$ cat config.mk
export PLATFORM = sky130hd
export DESIGN_NAME = multicycle_mips
export DESIGN_NICKNAME = d
export VERILOG_FILES = /design/src/rtl/multicycle_mips.sv
export SDC_FILE = /design/constraint.sdc
export NUM_CORES = 2
export LEC_CHECK = 0
export BUFFER_PORTS_ARGS = -buffer_cell sky130_fd_sc_hd__buf_2
export CAP_MARGIN = 20
export CORE_ASPECT_RATIO = 1.25
export CORE_MARGIN = 5
export CORE_UTILIZATION = 45
export CTS_CLUSTER_SIZE = 30
export DETAILED_ROUTE_END_ITERATION = 12
export GPL_TIMING_DRIVEN = 1
export PLACE_DENSITY = 0.62
export RECOVER_POWER = 50
export SKIP_LAST_GASP = 1
export SLEW_MARGIN = 5
export SYNTH_ARGS = -nofsm -noshare
export SYNTH_HDL_FRONTEND = slang
export SYNTH_SLANG_ARGS = --single-unit
$ cat constraint.sdc
create_clock -name clk -period 5.8 [get_ports clk]
set_clock_uncertainty 0.1 [all_clocks]
set_input_delay 0.58 -clock clk [delete_from_list [all_inputs] [get_ports clk]]
set_output_delay 0.58 -clock clk [all_outputs]
set_load 0.005 [all_outputs]
$ cat src/rtl/multicycle_mips.sv
// Multi-cycle MIPS core: one shared ALU sequenced by an IF/ID/EX/MEM/WB FSM, ready-qualified fetch and data access.
// Define MULTICYCLE_MIPS_TRAP_EN to halt on unrecognised instructions; otherwise they retire as NOPs.
module multicycle_mips #(
    parameter int          DMEM_AW  = 7,
    parameter logic [31:0] RESET_PC = 32'h0
) (
    input  logic               clk,
    input  logic               rst,
    output logic [31:0]        IR_addr,
    output logic               IR_req,
    input  logic [31:0]        IR,
    input  logic               IR_valid,
    output logic               CEN,
    output logic               OEN,
    output logic               WEN,
    output logic [DMEM_AW-1:0] A,
    output logic [31:0]        WriteDataMem,
    input  logic [31:0]        ReadDataMem,
    input  logic               Mem_ready,
    output logic [31:0]        RF_writedata,
    output logic               halt
);

    typedef enum logic [2:0] {S_IF, S_ID, S_EX, S_MEM, S_WB, S_HALT} state_t;
    typedef enum logic [3:0] {C_RALU, C_ADDI, C_ORI, C_LW, C_SW, C_BEQ, C_J, C_JAL, C_JR, C_BAD} cls_t;
    typedef enum logic [2:0] {ALU_ADD, ALU_SUB, ALU_AND, ALU_OR, ALU_SLT} alu_op_t;

    state_t      state;
    logic [31:0] pc, ir, reg_a, reg_b, imm_sext, alu_out, mdr;
    logic [31:0] rf [32];

    logic [5:0]  opcode, funct;
    logic [4:0]  rs, rt, rd, dest;
    cls_t        cls;
    alu_op_t     r_op, alu_op;
    logic [31:0] alu_x, alu_y, alu_res, wb_data, jump_target;

    assign opcode      = ir[31:26];
    assign funct       = ir[5:0];
    assign rs          = ir[25:21];
    assign rt          = ir[20:16];
    assign rd          = ir[15:11];
    assign dest        = (opcode == 6'h00) ? rd : rt;
    assign wb_data     = (cls == C_LW) ? mdr : alu_out;
    assign jump_target = {pc[31:28], ir[25:0], 2'b00};
    assign IR_addr     = pc;

    always_comb begin
        cls  = C_BAD;
        r_op = ALU_ADD;
        case (opcode)
            6'h00: begin
                case (funct)
                    6'h20: cls = C_RALU;
                    6'h22: begin cls = C_RALU; r_op = ALU_SUB; end
                    6'h24: begin cls = C_RALU; r_op = ALU_AND; end
                    6'h25: begin cls = C_RALU; r_op = ALU_OR;  end
                    6'h2A: begin cls = C_RALU; r_op = ALU_SLT; end
                    6'h08: cls = C_JR;
                    default: cls = C_BAD;
                endcase
            end
            6'h08:   cls = C_ADDI;
            6'h0D:   cls = C_ORI;
            6'h23:   cls = C_LW;
            6'h2B:   cls = C_SW;
            6'h04:   cls = C_BEQ;
            6'h02:   cls = C_J;
            6'h03:   cls = C_JAL;
            default: cls = C_BAD;
        endcase
    end

    // The single ALU computes PC+4 in IF and the class-specific result (or branch target) in EX.
    always_comb begin
        alu_x  = reg_a;
        alu_y  = reg_b;
        alu_op = ALU_ADD;
        if (state == S_IF) begin
            alu_x = pc;
            alu_y = 32'd4;
        end else begin
            case (cls)
                C_RALU:            alu_op = r_op;
                C_ADDI, C_LW, C_SW: alu_y = imm_sext;
                C_ORI: begin
                    alu_y  = {16'h0, ir[15:0]};
                    alu_op = ALU_OR;
                end
                C_BEQ: begin
                    alu_x = pc;
                    alu_y = {imm_sext[29:0], 2'b00};
                end
                default: alu_op = ALU_ADD;
            endcase
        end
    end

    always_comb begin
        case (alu_op)
            ALU_SUB: alu_res = alu_x - alu_y;
            ALU_AND: alu_res = alu_x & alu_y;
            ALU_OR:  alu_res = alu_x | alu_y;
            ALU_SLT: alu_res = {31'h0, $signed(alu_x) < $signed(alu_y)};
            default: alu_res = alu_x + alu_y;
        endcase
    end

    always_ff @(posedge clk) begin
        if (rst) begin
            state        <= S_IF;
            pc           <= RESET_PC;
            ir           <= '0;
            reg_a        <= '0;
            reg_b        <= '0;
            imm_sext     <= '0;
            alu_out      <= '0;
            mdr          <= '0;
            for (int i = 0; i < 32; i++) rf[i] <= '0;
            RF_writedata <= '0;
            halt         <= 1'b0;
            IR_req       <= 1'b0;
            CEN          <= 1'b1;
            OEN          <= 1'b1;
            WEN          <= 1'b1;
            A            <= '0;
            WriteDataMem <= '0;
        end else begin
            case (state)
                S_IF: begin
                    // IR_req is low for the first IF cycle after reset, so no fetch is accepted then.
                    if (IR_req && IR_valid) begin
                        ir     <= IR;
                        pc     <= alu_res;
                        IR_req <= 1'b0;
                        state  <= S_ID;
                    end else begin
                        IR_req <= 1'b1;
                    end
                end
                S_ID: begin
                    reg_a    <= rf[rs];
                    reg_b    <= rf[rt];
                    imm_sext <= {{16{ir[15]}}, ir[15:0]};
                    if (cls == C_BAD) begin
`ifdef MULTICYCLE_MIPS_TRAP_EN
                        state <= S_HALT;
                        halt  <= 1'b1;
`else
                        state  <= S_IF;
                        IR_req <= 1'b1;
`endif
                    end else begin
                        state <= S_EX;
                    end
                end
                S_EX: begin
                    case (cls)
                        C_LW, C_SW: begin
                            alu_out      <= alu_res;
                            A            <= alu_res[DMEM_AW+1:2];
                            WriteDataMem <= reg_b;
                            CEN          <= 1'b0;
                            OEN          <= (cls != C_LW);
                            WEN          <= (cls != C_SW);
                            state        <= S_MEM;
                        end
                        C_BEQ: begin
                            if (reg_a == reg_b) pc <= alu_res;
                            state  <= S_IF;
                            IR_req <= 1'b1;
                        end
                        C_J, C_JAL: begin
                            pc <= jump_target;
                            if (cls == C_JAL) begin
                                rf[31]       <= pc;
                                RF_writedata <= pc;
                            end
                            state  <= S_IF;
                            IR_req <= 1'b1;
                        end
                        C_JR: begin
                            pc     <= reg_a;
                            state  <= S_IF;
                            IR_req <= 1'b1;
                        end
                        default: begin
                            alu_out <= alu_res;
                            state   <= S_WB;
                        end
                    endcase
                end
                S_MEM: begin
                    if (Mem_ready) begin
                        CEN <= 1'b1;
                        OEN <= 1'b1;
                        WEN <= 1'b1;
                        if (cls == C_LW) begin
                            mdr   <= ReadDataMem;
                            state <= S_WB;
                        end else begin
                            state  <= S_IF;
                            IR_req <= 1'b1;
                        end
                    end
                end
                S_WB: begin
                    if (dest != 5'd0) rf[dest] <= wb_data;
                    RF_writedata <= wb_data;
                    state        <= S_IF;
                    IR_req       <= 1'b1;
                end
                S_HALT:  state <= S_HALT;
                default: state <= S_IF;
            endcase
        end
    end

endmodule

==> out/qor.csv <==
metric,value,unit
share of cells above drive strength 1,24.3,%
PortBufs,174,
floorplan core area,0.152,sq mm
worst r2r dst,alu_out[27]$_SDFFE_PP0P_,
worst hold path class,primary input to flip-flop,
first-pass GRT wire length,349000,um
Critical Path AT,6.10,ns
Reg2Reg Launch Point,ir[31]$_SDFFE_PP0P_,
RSZ-0062 raised after global routing,yes,
Worst-Margin Slew,3.89,ns
vias in the first global route,48900,
post-route minimum period,5.58,ns
Synth area leaders,"edfxtp_1 45%, mux4_2 21%, dfxtp_1 8.3%",
met3 Use GR,5.25,%
Total Nets Final,5642,
final estimated routing congestion in global placement,0.987,
worst hold endpoint,ir[18]$_SDFFE_PP0P_,
Synth area leader,edfxtp_1,
Post-synth ARST share,0,%
crit path kind,flip-flop to flip-flop,
Final Hold Vio Count,0,
HPWL Detailed,158000,um
Leakage,25.1,nW
number of post-CTS setup repair buffers,0,
hold path depth,3,
Clock Latency Late Sink,0.80,ns
per-cell routed wire length,32.1,um
"Top FF cell, synth",edfxtp_1,
CTS tree,built,
via count,49100,
Comb power frac,12.4,%
syn_area_per_cell,12.8,sq um
Peak VDD IR,0.318,mV
Root Buffer,clkbuf_16,
Setup crit end kind,flip-flop,
deepest clock path buffer count,3,
grt ovf,0,
DRC viols,0,
largest stage delay on the critical path,0.67,ns
reg2reg setup slack,0.22,ns
global-route usage over all layers,30.0,%
status,"finished, violations left",
ANT nets after route,0,
Synth Instances,5374,
fin. max-slew vios,159,
Fmax,179,MHz
hold path start,IR[18],
Crit-path slowest cell,a211oi_1,
routed wire length,244000,um
met2 Usage GRT,52.1,%
std cell rows,160,
CTS buffer count,131,
drt first pass iters,10,
Clock transition at path regs,0.07,ns
pin count of the biggest net entering global routing,126,
Yosys reg bits,1310,
Slew HR,-159,%
die area,0.160,sq mm
H-tree depth,4,
Clk pwr share,39.3,%
CP cell instances,nor2_1 > a31oi_1 > nor3_2 > buf_4 > or3_1 > a21oi_1 > buf_4 > o21ai_0 > ha_1 > a21o_1 > a2111oi_0 > o21ai_0 > a211oi_1 > o31ai_2 > a31o_2 > mux2i_1 > nor3_1 > a211oi_1,
Psw,5.68,mW
Syn Std Cell Area,0.0686,sq mm
startpoint types,flip-flop,
num ports,176,
failing checks,"max-capacitance violations, max-slew violations",
Cells after DPL,7294,
post-route insts no fill,7608,
Sw Share,25.6,%
initial antenna violation count,4,
clock sinks,1310,
Worst R2R Path Depth,18,
Top delay family on crit path,compound AO/OA/AOI/OAI gates,
number of max-cap violations,4,
Post-synth EDFFs,1024,
Die H,447,um
synth warn,0,
gr busiest metal,met2,
Die Wd,359,um
CP Max Fanout,14,
Vias/cell,6.45,
Area growth syn-to-layout,13.5,%
Pwr per Cell Area,285,mW/mm^2
WP buf/inv,2,
Layout Utilization,51.2,%
Setup Viol. Count Final,0,
worst endpoint required time,6.32,ns
Final period util,96.2,%
cell internal pwr,16.5,mW
initial DRC count,6670,
sequential share of the synthesized area,53.2,%
area fraction of the dominant cell type after synthesis,44.8,%
starting density of the core,45.2,%
Yosys cell types,93,
GRT met1 Usage,36.1,%
Flop pwr share,48.3,%
worst max path at each step:
stage / startpoint / endpoint / slack [ns] / depth (start not counted)
after floorplan: ir[29]$_SDFFE_PP0P_ / IR_addr[28]$_SDFFE_PP0P_ / 0.71 / 19
after global placement: ir[31]$_SDFFE_PP0P_ / alu_out[29]$_SDFFE_PP0P_ / 0.12 / 19
after detailed placement: ir[31]$_SDFFE_PP0P_ / alu_out[29]$_SDFFE_PP0P_ / 0.17 / 19
after CTS: ir[31]$_SDFFE_PP0P_ / alu_out[29]$_SDFFE_PP0P_ / 0.16 / 19
after global routing: ir[31]$_SDFFE_PP0P_ / IR_addr[28]$_SDFFE_PP0P_ / -0.009 / 19
final: ir[31]$_SDFFE_PP0P_ / alu_out[27]$_SDFFE_PP0P_ / 0.22 / 18
worst reg2reg max path, cell delays in order, from the launching register on:
cell	delay [ns]
dfxtp_1	0.55
nor2_1	0.13
a31oi_1	0.24
nor3_2	0.06
buf_4	0.17
or3_1	0.45
a21oi_1	0.31
buf_4	0.28
o21ai_0	0.20
ha_1	0.42
a21o_1	0.26
a2111oi_0	0.42
o21ai_0	0.16
a211oi_1	0.67
o31ai_2	0.20
a31o_2	0.31
mux2i_1	0.12
nor3_1	0.26
a211oi_1	0.11
repair_timing:
item | in CTS | in global routing
hold buffers | 60 | 0
resized for setup | 0 | 2
endpoints found under the hold margin | 60 | 0
setup endpoints to repair | 0 | 5
final cells by class:
class                           instances  area [sq um]
Tap cell                             2025          2530
Clock inverter                         69           702
Fill cell                           12900         74100
Inverter                              103           387
Timing Repair Buffer                  459          3690
Antenna cell                            3          7.51
Clock buffer                          168          3590
Sequential cell                      1310         36500
Multi-Input combinational cell       3471         30400
state kept, by name, indices dropped and copies added (netlist names):
name          flops
A                 7
CEN               1
IR_addr          32
IR_req            1
OEN               1
RF_writedata     32
WEN               1
WriteDataMem     32
alu_out          32
imm_sext         16
ir               32
mdr              32
reg_a            32
reg_b            32
rf             1024
state             3
layer usage:
metal  share of wire [%]  wire length [um]
met3                 8.7             21200
met5              0.0045                11
met4                 6.1             14900
met2                  50            123000
met1                  35             85200
cells by family after synthesis:
group	synth area share, %
buf+inv	3.54
mux	23.1
compound gates	7.49
flops	53.2
fa+ha+maj	1.81
xor+xnor	0.421
other cells	0.00547
simple gates	10.5
cell usage after synthesis, types with 20 or more instances:
cell type	number
nor2_1	1228
edfxtp_1	1024
mux4_2	640
clkbuf_1	430
nand2_1	411
dfxtp_1	286
a21oi_1	215
a211oi_1	111
inv_1	103
mux2i_1	103
ha_1	96
o21ai_0	93
buf_1	58
a221oi_1	42
nor3_1	37
mux2_2	33
xnor2_1	32
a21o_1	27
buf_2	24
a221oi_2	22
o221ai_1	22
a221o_1	21
nand2b_1	21
nand3_1	20
per-stage QoR:
stage / power (mW) / setup WS, ns / TNS, ns / cell area (sq um) / hold WS [ns]
global placement: 13.5 / 0.121 / 0 / 72600 / 0.342
floorplan: 12.5 / 0.713 / 0 / 68700 / 0.336
finish: 22.2 / 0.219 / 0 / 77900 / 0.0648
CTS: 22.2 / 0.160 / 0 / 77700 / 0.00169
detailed placement: 13.6 / 0.170 / 0 / 72800 / 0.348
global route: 22.8 / -0.00863 / -0.00863 / 77900 / 0.0320
power by group through the flow:
stage / clock network (mW) / registers, mW / logic, mW
2_1_floorplan: 0 / 10.7 / 1.73
3_3_place_gp: 0 / 10.9 / 2.64
3_5_place_dp: 0 / 10.9 / 2.65
4_1_cts: 8.81 / 10.7 / 2.69
5_1_grt: 9.19 / 10.7 / 2.86
6_report: 8.71 / 10.7 / 2.74
cell usage in the layout (no fill, tap or decap), types with 71 or more instances in the layout:
| cell type | count |
|---|---|
| inv_1 | 102 |
| nor2_1 | 1224 |
| dfxtp_1 | 276 |
| mux2i_1 | 71 |
| a21oi_1 | 214 |
| clkbuf_16 | 137 |
| a211oi_1 | 110 |
| ha_1 | 96 |
| mux4_2 | 640 |
| buf_2 | 85 |
| nand2_1 | 351 |
| clkbuf_1 | 116 |
| buf_4 | 179 |
| edfxtp_1 | 1024 |
| o21ai_0 | 92 |
Power figures use the tool's default switching activity.
